==> src/rtl/mem_port_arbiter_if.sv <==
// Bus bundle between the pipeline requesters, the arbiter and the memory.
// slave is the arbiter view; master is the pipeline/memory side view.
interface mem_port_arbiter_if #(
    parameter int AW = 32,
    parameter int DW = 32
);
    logic          if_req;
    logic [AW-1:0] if_addr;
    logic          if_valid;
    logic [DW-1:0] if_rdata;
    logic          d_req;
    logic          d_we;
    logic [AW-1:0] d_addr;
    logic [DW-1:0] d_wdata;
    logic          d_valid;
    logic [DW-1:0] d_rdata;
    logic          mem_req;
    logic          mem_we;
    logic [AW-1:0] mem_addr;
    logic [DW-1:0] mem_wdata;
    logic [DW-1:0] mem_rdata;
    logic          mem_ready;
    logic          stall;
    logic          err;

    modport slave (
        input  if_req, if_addr,
        output if_valid, if_rdata,
        input  d_req, d_we, d_addr, d_wdata,
        output d_valid, d_rdata,
        output mem_req, mem_we, mem_addr, mem_wdata,
        input  mem_rdata, mem_ready,
        output stall, err
    );

    modport master (
        output if_req, if_addr,
        input  if_valid, if_rdata,
        output d_req, d_we, d_addr, d_wdata,
        input  d_valid, d_rdata,
        input  mem_req, mem_we, mem_addr, mem_wdata,
        output mem_rdata, mem_ready,
        input  stall, err
    );
endinterface

==> src/rtl/mem_port_arbiter.sv <==
// Fetch/data arbiter for one single-ported memory with fetch anti-starvation.
// Optional abort-on-timeout with sticky err when MEM_ARB_TIMEOUT_EN is defined.
module mem_port_arbiter #(
    parameter int AW       = 32,
    parameter int DW       = 32,
    parameter int MAX_WAIT = 3,
    parameter int TIMEOUT  = 16
) (
    input logic               clk,
    input logic               reset_n,
    mem_port_arbiter_if.slave bus
);
    typedef enum logic [1:0] {
        IDLE    = 2'd0,
        BUSY_IF = 2'd1,
        BUSY_D  = 2'd2
    } state_t;

    localparam int SW = $clog2(MAX_WAIT + 1);

    state_t        state_q;
    state_t        state_d;
    logic [SW-1:0] starve_cnt;
    logic          grant_if;
    logic          grant_d;
    logic          done;
    logic          busy;
    logic          force_if;
    logic          tmo_hit;
    logic          err_q;
    logic [AW-1:0] addr_q;
    logic          we_q;
    logic [DW-1:0] wdata_q;
    logic          if_valid_q;
    logic          d_valid_q;
    logic [DW-1:0] if_rdata_q;
    logic [DW-1:0] d_rdata_q;
    logic [DW-1:0] rdata_in;

    assign busy     = (state_q != IDLE);
    assign force_if = bus.if_req && (starve_cnt == SW'(MAX_WAIT));
    // An aborted transaction returns all-ones instead of memory data.
    assign rdata_in = bus.mem_ready ? bus.mem_rdata : '1;

`ifdef MEM_ARB_TIMEOUT_EN
    localparam int TW = $clog2(TIMEOUT + 1);
    logic [TW-1:0] tmo_cnt;

    assign tmo_hit = busy && !bus.mem_ready &&
                     (tmo_cnt == TW'(TIMEOUT - 1));

    always_ff @(posedge clk or negedge reset_n) begin
        if (!reset_n) begin
            tmo_cnt <= '0;
            err_q   <= 1'b0;
        end else begin
            if (grant_if || grant_d) begin
                tmo_cnt <= '0;
            end else if (busy && !bus.mem_ready) begin
                tmo_cnt <= tmo_cnt + 1'b1;
            end
            if (tmo_hit) begin
                err_q <= 1'b1;
            end
        end
    end
`else
    logic cfg_unused;

    assign cfg_unused = (TIMEOUT > 0);
    assign tmo_hit    = 1'b0;
    assign err_q      = 1'b0;
`endif

    always_ff @(posedge clk or negedge reset_n) begin
        if (!reset_n) begin
            state_q <= IDLE;
        end else begin
            state_q <= state_d;
        end
    end

    always_comb begin
        state_d  = state_q;
        grant_if = 1'b0;
        grant_d  = 1'b0;
        done     = 1'b0;
        unique case (state_q)
            IDLE: begin
                if (force_if) begin
                    grant_if = 1'b1;
                end else if (bus.d_req) begin
                    grant_d = 1'b1;
                end else if (bus.if_req) begin
                    grant_if = 1'b1;
                end
                if (grant_if) begin
                    state_d = BUSY_IF;
                end else if (grant_d) begin
                    state_d = BUSY_D;
                end
            end
            BUSY_IF, BUSY_D: begin
                if (bus.mem_ready || tmo_hit) begin
                    done    = 1'b1;
                    state_d = IDLE;
                end
            end
            default: state_d = IDLE;
        endcase
    end

    always_ff @(posedge clk or negedge reset_n) begin
        if (!reset_n) begin
            addr_q     <= '0;
            we_q       <= 1'b0;
            wdata_q    <= '0;
            if_valid_q <= 1'b0;
            d_valid_q  <= 1'b0;
            if_rdata_q <= '0;
            d_rdata_q  <= '0;
        end else begin
            if_valid_q <= done && (state_q == BUSY_IF);
            d_valid_q  <= done && (state_q == BUSY_D);
            if (grant_if) begin
                addr_q <= bus.if_addr;
                we_q   <= 1'b0;
            end else if (grant_d) begin
                addr_q  <= bus.d_addr;
                we_q    <= bus.d_we;
                wdata_q <= bus.d_wdata;
            end
            if (done && (state_q == BUSY_IF)) begin
                if_rdata_q <= rdata_in;
            end
            // A completed store leaves the load data untouched.
            if (done && (state_q == BUSY_D) && (!we_q || tmo_hit)) begin
                d_rdata_q <= rdata_in;
            end
        end
    end

    always_ff @(posedge clk or negedge reset_n) begin
        if (!reset_n) begin
            starve_cnt <= '0;
        end else if (grant_if) begin
            starve_cnt <= '0;
        end else if (grant_d && bus.if_req &&
                     (starve_cnt != SW'(MAX_WAIT))) begin
            starve_cnt <= starve_cnt + 1'b1;
        end
    end

    always_comb begin
        bus.mem_req   = busy;
        bus.mem_we    = we_q;
        bus.mem_addr  = addr_q;
        bus.mem_wdata = wdata_q;
        bus.if_valid  = if_valid_q;
        bus.if_rdata  = if_rdata_q;
        bus.d_valid   = d_valid_q;
        bus.d_rdata   = d_rdata_q;
        bus.err       = err_q;
        bus.stall     = reset_n &&
                        ((bus.if_req && !if_valid_q) ||
                         (bus.d_req && !d_valid_q));
    end
endmodule

==> src/flat_wrapper.sv <==
// flat-port wrapper written by rule: the top's interface ports become plain ports
module mem_port_arbiter_flat 
#(
    parameter int AW       = 32,
    parameter int DW       = 32,
    parameter int MAX_WAIT = 3,
    parameter int TIMEOUT  = 16
)
  (clk, reset_n, bus_if_req, bus_if_addr, bus_if_valid, bus_if_rdata, bus_d_req, bus_d_we, bus_d_addr, bus_d_wdata, bus_d_valid, bus_d_rdata, bus_mem_req, bus_mem_we, bus_mem_addr, bus_mem_wdata, bus_mem_rdata, bus_mem_ready, bus_stall, bus_err);
  mem_port_arbiter_if #(.AW(AW), .DW(DW)) bus_i ();
  input logic clk;
  input logic reset_n;
  input wire logic [$bits(bus_i.if_req)-1:0] bus_if_req;
  input wire logic [$bits(bus_i.if_addr)-1:0] bus_if_addr;
  output wire logic [$bits(bus_i.if_valid)-1:0] bus_if_valid;
  output wire logic [$bits(bus_i.if_rdata)-1:0] bus_if_rdata;
  input wire logic [$bits(bus_i.d_req)-1:0] bus_d_req;
  input wire logic [$bits(bus_i.d_we)-1:0] bus_d_we;
  input wire logic [$bits(bus_i.d_addr)-1:0] bus_d_addr;
  input wire logic [$bits(bus_i.d_wdata)-1:0] bus_d_wdata;
  output wire logic [$bits(bus_i.d_valid)-1:0] bus_d_valid;
  output wire logic [$bits(bus_i.d_rdata)-1:0] bus_d_rdata;
  output wire logic [$bits(bus_i.mem_req)-1:0] bus_mem_req;
  output wire logic [$bits(bus_i.mem_we)-1:0] bus_mem_we;
  output wire logic [$bits(bus_i.mem_addr)-1:0] bus_mem_addr;
  output wire logic [$bits(bus_i.mem_wdata)-1:0] bus_mem_wdata;
  input wire logic [$bits(bus_i.mem_rdata)-1:0] bus_mem_rdata;
  input wire logic [$bits(bus_i.mem_ready)-1:0] bus_mem_ready;
  output wire logic [$bits(bus_i.stall)-1:0] bus_stall;
  output wire logic [$bits(bus_i.err)-1:0] bus_err;
  assign bus_i.if_req = bus_if_req;
  assign bus_i.if_addr = bus_if_addr;
  assign bus_if_valid = bus_i.if_valid;
  assign bus_if_rdata = bus_i.if_rdata;
  assign bus_i.d_req = bus_d_req;
  assign bus_i.d_we = bus_d_we;
  assign bus_i.d_addr = bus_d_addr;
  assign bus_i.d_wdata = bus_d_wdata;
  assign bus_d_valid = bus_i.d_valid;
  assign bus_d_rdata = bus_i.d_rdata;
  assign bus_mem_req = bus_i.mem_req;
  assign bus_mem_we = bus_i.mem_we;
  assign bus_mem_addr = bus_i.mem_addr;
  assign bus_mem_wdata = bus_i.mem_wdata;
  assign bus_i.mem_rdata = bus_mem_rdata;
  assign bus_i.mem_ready = bus_mem_ready;
  assign bus_stall = bus_i.stall;
  assign bus_err = bus_i.err;
  mem_port_arbiter #(.AW(AW), .DW(DW), .MAX_WAIT(MAX_WAIT), .TIMEOUT(TIMEOUT)) u_core (.clk(clk), .reset_n(reset_n), .bus(bus_i));
endmodule
==> config.mk <==
export PLATFORM = sky130hd
export DESIGN_NAME = mem_port_arbiter_flat
export DESIGN_NICKNAME = d
export VERILOG_FILES = /design/src/rtl/mem_port_arbiter_if.sv /design/src/rtl/mem_port_arbiter.sv /design/src/flat_wrapper.sv
export SDC_FILE = /design/constraint.sdc
export NUM_CORES = 1
export LEC_CHECK = 0
export ABC_AREA = 0
export CAP_MARGIN = 25
export CORE_UTILIZATION = 40
export CTS_CLUSTER_DIAMETER = 100
export DETAILED_ROUTE_END_ITERATION = 8
export GPL_ROUTABILITY_DRIVEN = 1
export HOLD_SLACK_MARGIN = 0.02
export PLACE_DENSITY = 0.82
export SYNTH_ARGS = -nofsm -noshare
export SYNTH_HDL_FRONTEND = slang
export SYNTH_SLANG_ARGS = --single-unit
==> constraint.sdc <==
create_clock -name clk -period 2.4 [get_ports clk]
set_input_delay 0.48 -clock clk [delete_from_list [all_inputs] [get_ports clk]]
set_output_delay 0.48 -clock clk [all_outputs]
set_load 0.02 [all_outputs]
==> impl_metrics.py <==
metrics = {
    "synthesis": {
        "yosys.area_share.simple": 0.0534,
        "netlist_area_um2": 5420,
        "synth_cell_types": 28,
        "synth_area_per_cell_um2": 15.3,
        "synth_fa_ha_area_frac": 0.00924,
        "muxShareOfSynthArea": 0.211,
        "ys_warn_count": 0,
        "seq_area_frac_synth": 0.624,
        "synth_nets": 492,
        "syn_inst": 354,
        "synth_xor_area_frac": 0,
        "ys_seq_elements": 135,
        "synth_compound_area_frac": 0.0707,
        "synth_flop_cell": "dfrtp_1",
        "synth-async-reset-ratio": 1.00,
        "synth_top_family_by_area": "multiplexers",
        "synth_edf_count": 0,
    },
    "cts": {
        "numClockSinks": 135,
        "cts-root-buf": "clkbuf_16",
        "cts_hold_buf": 0,
        "cts_tree": "yes",
        "clockBufferDepth": 2,
        "cts_max_level": 4,
        "clkTransAtPathRegs_ps": 60,
        "clk_latency_ps": 410,
        "cts-buffers-inserted": 17,
    },
    "global_routing": {
        "track_usage": 0.228,
        "grt_max_degree": 136,
        "overflow": 0,
        "grt_first_pass_wirelength_um": 24500,
        "antenna_found_initial": 0,
        "grt_pass1_vias": 4563,
    },
    "outcome": {
        "status": "complete, no violations",
    },
    "power": {
        "clkPwrFrac": 0.204,
        "p_int_mw": 8.46,
        "comb_power_share": 0.486,
        "pwr-share-seq": 0.310,
        "power_leakage_nw": 3.82,
        "power_density_nw_per_um2": 1450,
        "max-vdd-ir-drop_uv": 877,
        "switching_share": 0.348,
        "p_switching_mw": 4.51,
    },
    "final_layout": {
        "num_antenna_cells": 0,
        "fin_nets": 766,
        "area_delta_synth_final_pct": 64.7,
        "final_cell_count_no_fill": 817,
        "final_util": 0.673,
        "postLayoutCellArea_um2": 8920,
        "layout.area.seq_um2": 3380,
        "fill_cells": 972,
        "drive_above_1_share": 0.220,
        "multi_input_area_um2": 1880,
    },
    "worst_setup_path": {
        "critPathMaxFanout": 2,
        "crit_type": "input port to primary output",
        "cp-start-kind": "input port",
        "critPathArrivalTime_ps": 1700,
        "cp_data_required_time_ps": 1920,
        "end_kind": "primary output",
    },
    "routing": {
        "drc_errors": 0,
        "totalWireLength_um": 15400,
        "drt-pass1-iter-count": 4,
        "vias": 4046,
        "drt_iter0_drc": 228,
        "viasPerCell": 4.95,
        "detail-route-antenna-nets": 0,
        "wl_per_cell_um": 18.8,
    },
    "place": {
        "port_buffers": 266,
        "dp.cells": 785,
        "gp_routability_congestion": 0.874,
        "hpwl_um": 10800,
        "pre_cts_ws_ps": -41.3,
        "place_area_um2": 8310,
    },
    "sta": {
        "skew_ps": 8.88,
        "maxSlewViolCount": 0,
        "rsz0062_at_grt": "no",
        "slew_headroom": 0.491,
        "clock.fmax_ghz": 0.459,
        "tightest_slew_ps": 763,
        "min_period_ps": 2180,
        "hold_viol": 0,
        "fin_ws_ps": 220,
        "setup_tns_ps": 0,
        "setup_viol": 0,
        "post-route-period-util": 0.908,
    },
    "hold_path": {
        "min_path_type": "input port to asynchronous set/reset pin",
    },
    "floorplanning": {
        "die_width_um": 118,
        "row_count": 42,
        "initial_core_util": 0.409,
        "dieArea_um2": 14000,
        "die_h_um": 118,
        "io_pins": 268,
        "core_um2": 13200,
    },
    "flow_run": {
        "max_cap_viol_count": 0,
    },
}
## layer usage
| layer | vias to the layer above | GRT usage | part of all wire |
|---|---|---|---|
| li1 | 1813 | - | - |
| met1 | 2002 | 0.249 | 0.37 |
| met2 | 204 | 0.393 | 0.51 |
| met3 | 27 | 0.0936 | 0.099 |
| met4 | 0 | 0.0913 | 0.024 |
| met5 | - | 0 | 0 |
## Yosys cell counts (2+ instances only)
| cell type | n | area (µm²) |
|---|---|---|
| dfrtp_1 | 135 | 3380 |
| mux2_2 | 78 | 878 |
| and2_1 | 35 | 219 |
| a221o_1 | 32 | 320 |
| mux2_4 | 17 | 255 |
| buf_2 | 10 | 50.1 |
| inv_1 | 7 | 26.3 |
| buf_6 | 6 | 67.6 |
| clkbuf_1 | 4 | 15.0 |
| ha_1 | 4 | 50.1 |
| nand2_1 | 3 | 11.3 |
| nand3_1 | 3 | 15.0 |
| o21ai_0 | 3 | 15.0 |
| a21oi_1 | 2 | 10.0 |
| nand2b_1 | 2 | 12.5 |
## path summary, 6_finish.rpt
kind / cells past startpoint / startpoint / slack (ps) / to
setup / recovery: 5 / bus_if_req / 220 / bus_stall
hold / removal: 2 / reset_n / 150 / u_core.bus.d_rdata[21]
setup reg to reg: 6 / u_core.state_q[0] / 470 / u_core.bus.mem_addr[27]
hold reg to reg: 1 / u_core.bus.if_rdata[11] / 500 / u_core.bus.if_rdata[11]
max in group asynchronous: 2 / reset_n / 1660 / u_core.bus.mem_wdata[28]
min in group clk: 1 / u_core.bus.if_rdata[11] / 500 / u_core.bus.if_rdata[11]
## repair_timing
action / in CTS / in global routing
resized for setup: 1 / 1
endpoints found under the setup margin: 1 / 1
setup buffers: 0 / 0
## worst max-delay path, stage by stage
cell,delay (ps)
clkdlybuf4s50_1,480
inv_1,50
o22ai_1,190
and2_1,140
dlygate4sd2_1,360
## cells in the final DEF, fill, tap and decap left out, types with 2 or more instances in the layout
master             n
mux2_2            78
inv_6              2
a221o_1           32
dfrtp_1          135
a21oi_1            2
inv_1              7
and2_1            35
nand2_1            3
nand2b_1           2
o21ai_0            3
clkdlybuf4s50_1  263
ha_1               4
buf_12             5
clkinv_4           3
mux2_4            17
bufinv_16          3
clkbuf_1           2
buf_4              4
nand3_1            2
clkinvlp_4         5
clkbuf_16         17
## cell families (layout without fill, tap and decap cells)
kind of cell | Yosys count | count (layout)
flops | 135 | 135
mux | 96 | 96
simple gates | 48 | 48
compound gates | 42 | 42
buf+inv | 28 | 315
fa+ha+maj | 4 | 4
other cells | 1 | 1
## area by class of cell
class                           instances  share of cell area
Clock inverter                         13              0.0192
Inverter                                7             0.00295
Multi-Input combinational cell        191               0.211
Timing Repair Buffer                  276               0.315
Clock buffer                           19              0.0485
Tap cell                              176              0.0247
Sequential cell                       135               0.379
## power by group through the flow
stage	Clock (mW)	Sequential [mW]	Combinational [mW]
global placement	0	3.97	6.17
global route	2.80	4.15	6.66
detailed placement	0	4.04	6.32
finish	2.64	4.02	6.31
floorplan	0	5.31	1.99
CTS	2.71	4.03	6.38
## state kept, by name, summed over array words and instances (netlist names)
name	count
u_core.bus.d_rdata	32
u_core.bus.if_rdata	32
u_core.bus.mem_addr	32
u_core.bus.mem_wdata	32
u_core.starve_cnt	2
u_core.state_q	2
u_core.bus.d_valid	1
u_core.bus.if_valid	1
u_core.bus.mem_we	1
## stage by stage
step / total power, mW / hold slack, ps
5_1_grt: 13.6 / 237
6_report: 13.0 / 146
2_1_floorplan: 7.30 / 184
3_3_place_gp: 10.1 / 464
3_5_place_dp: 10.4 / 491
4_1_cts: 13.1 / 215
Note: power is estimated with default switching activity, not from simulation.
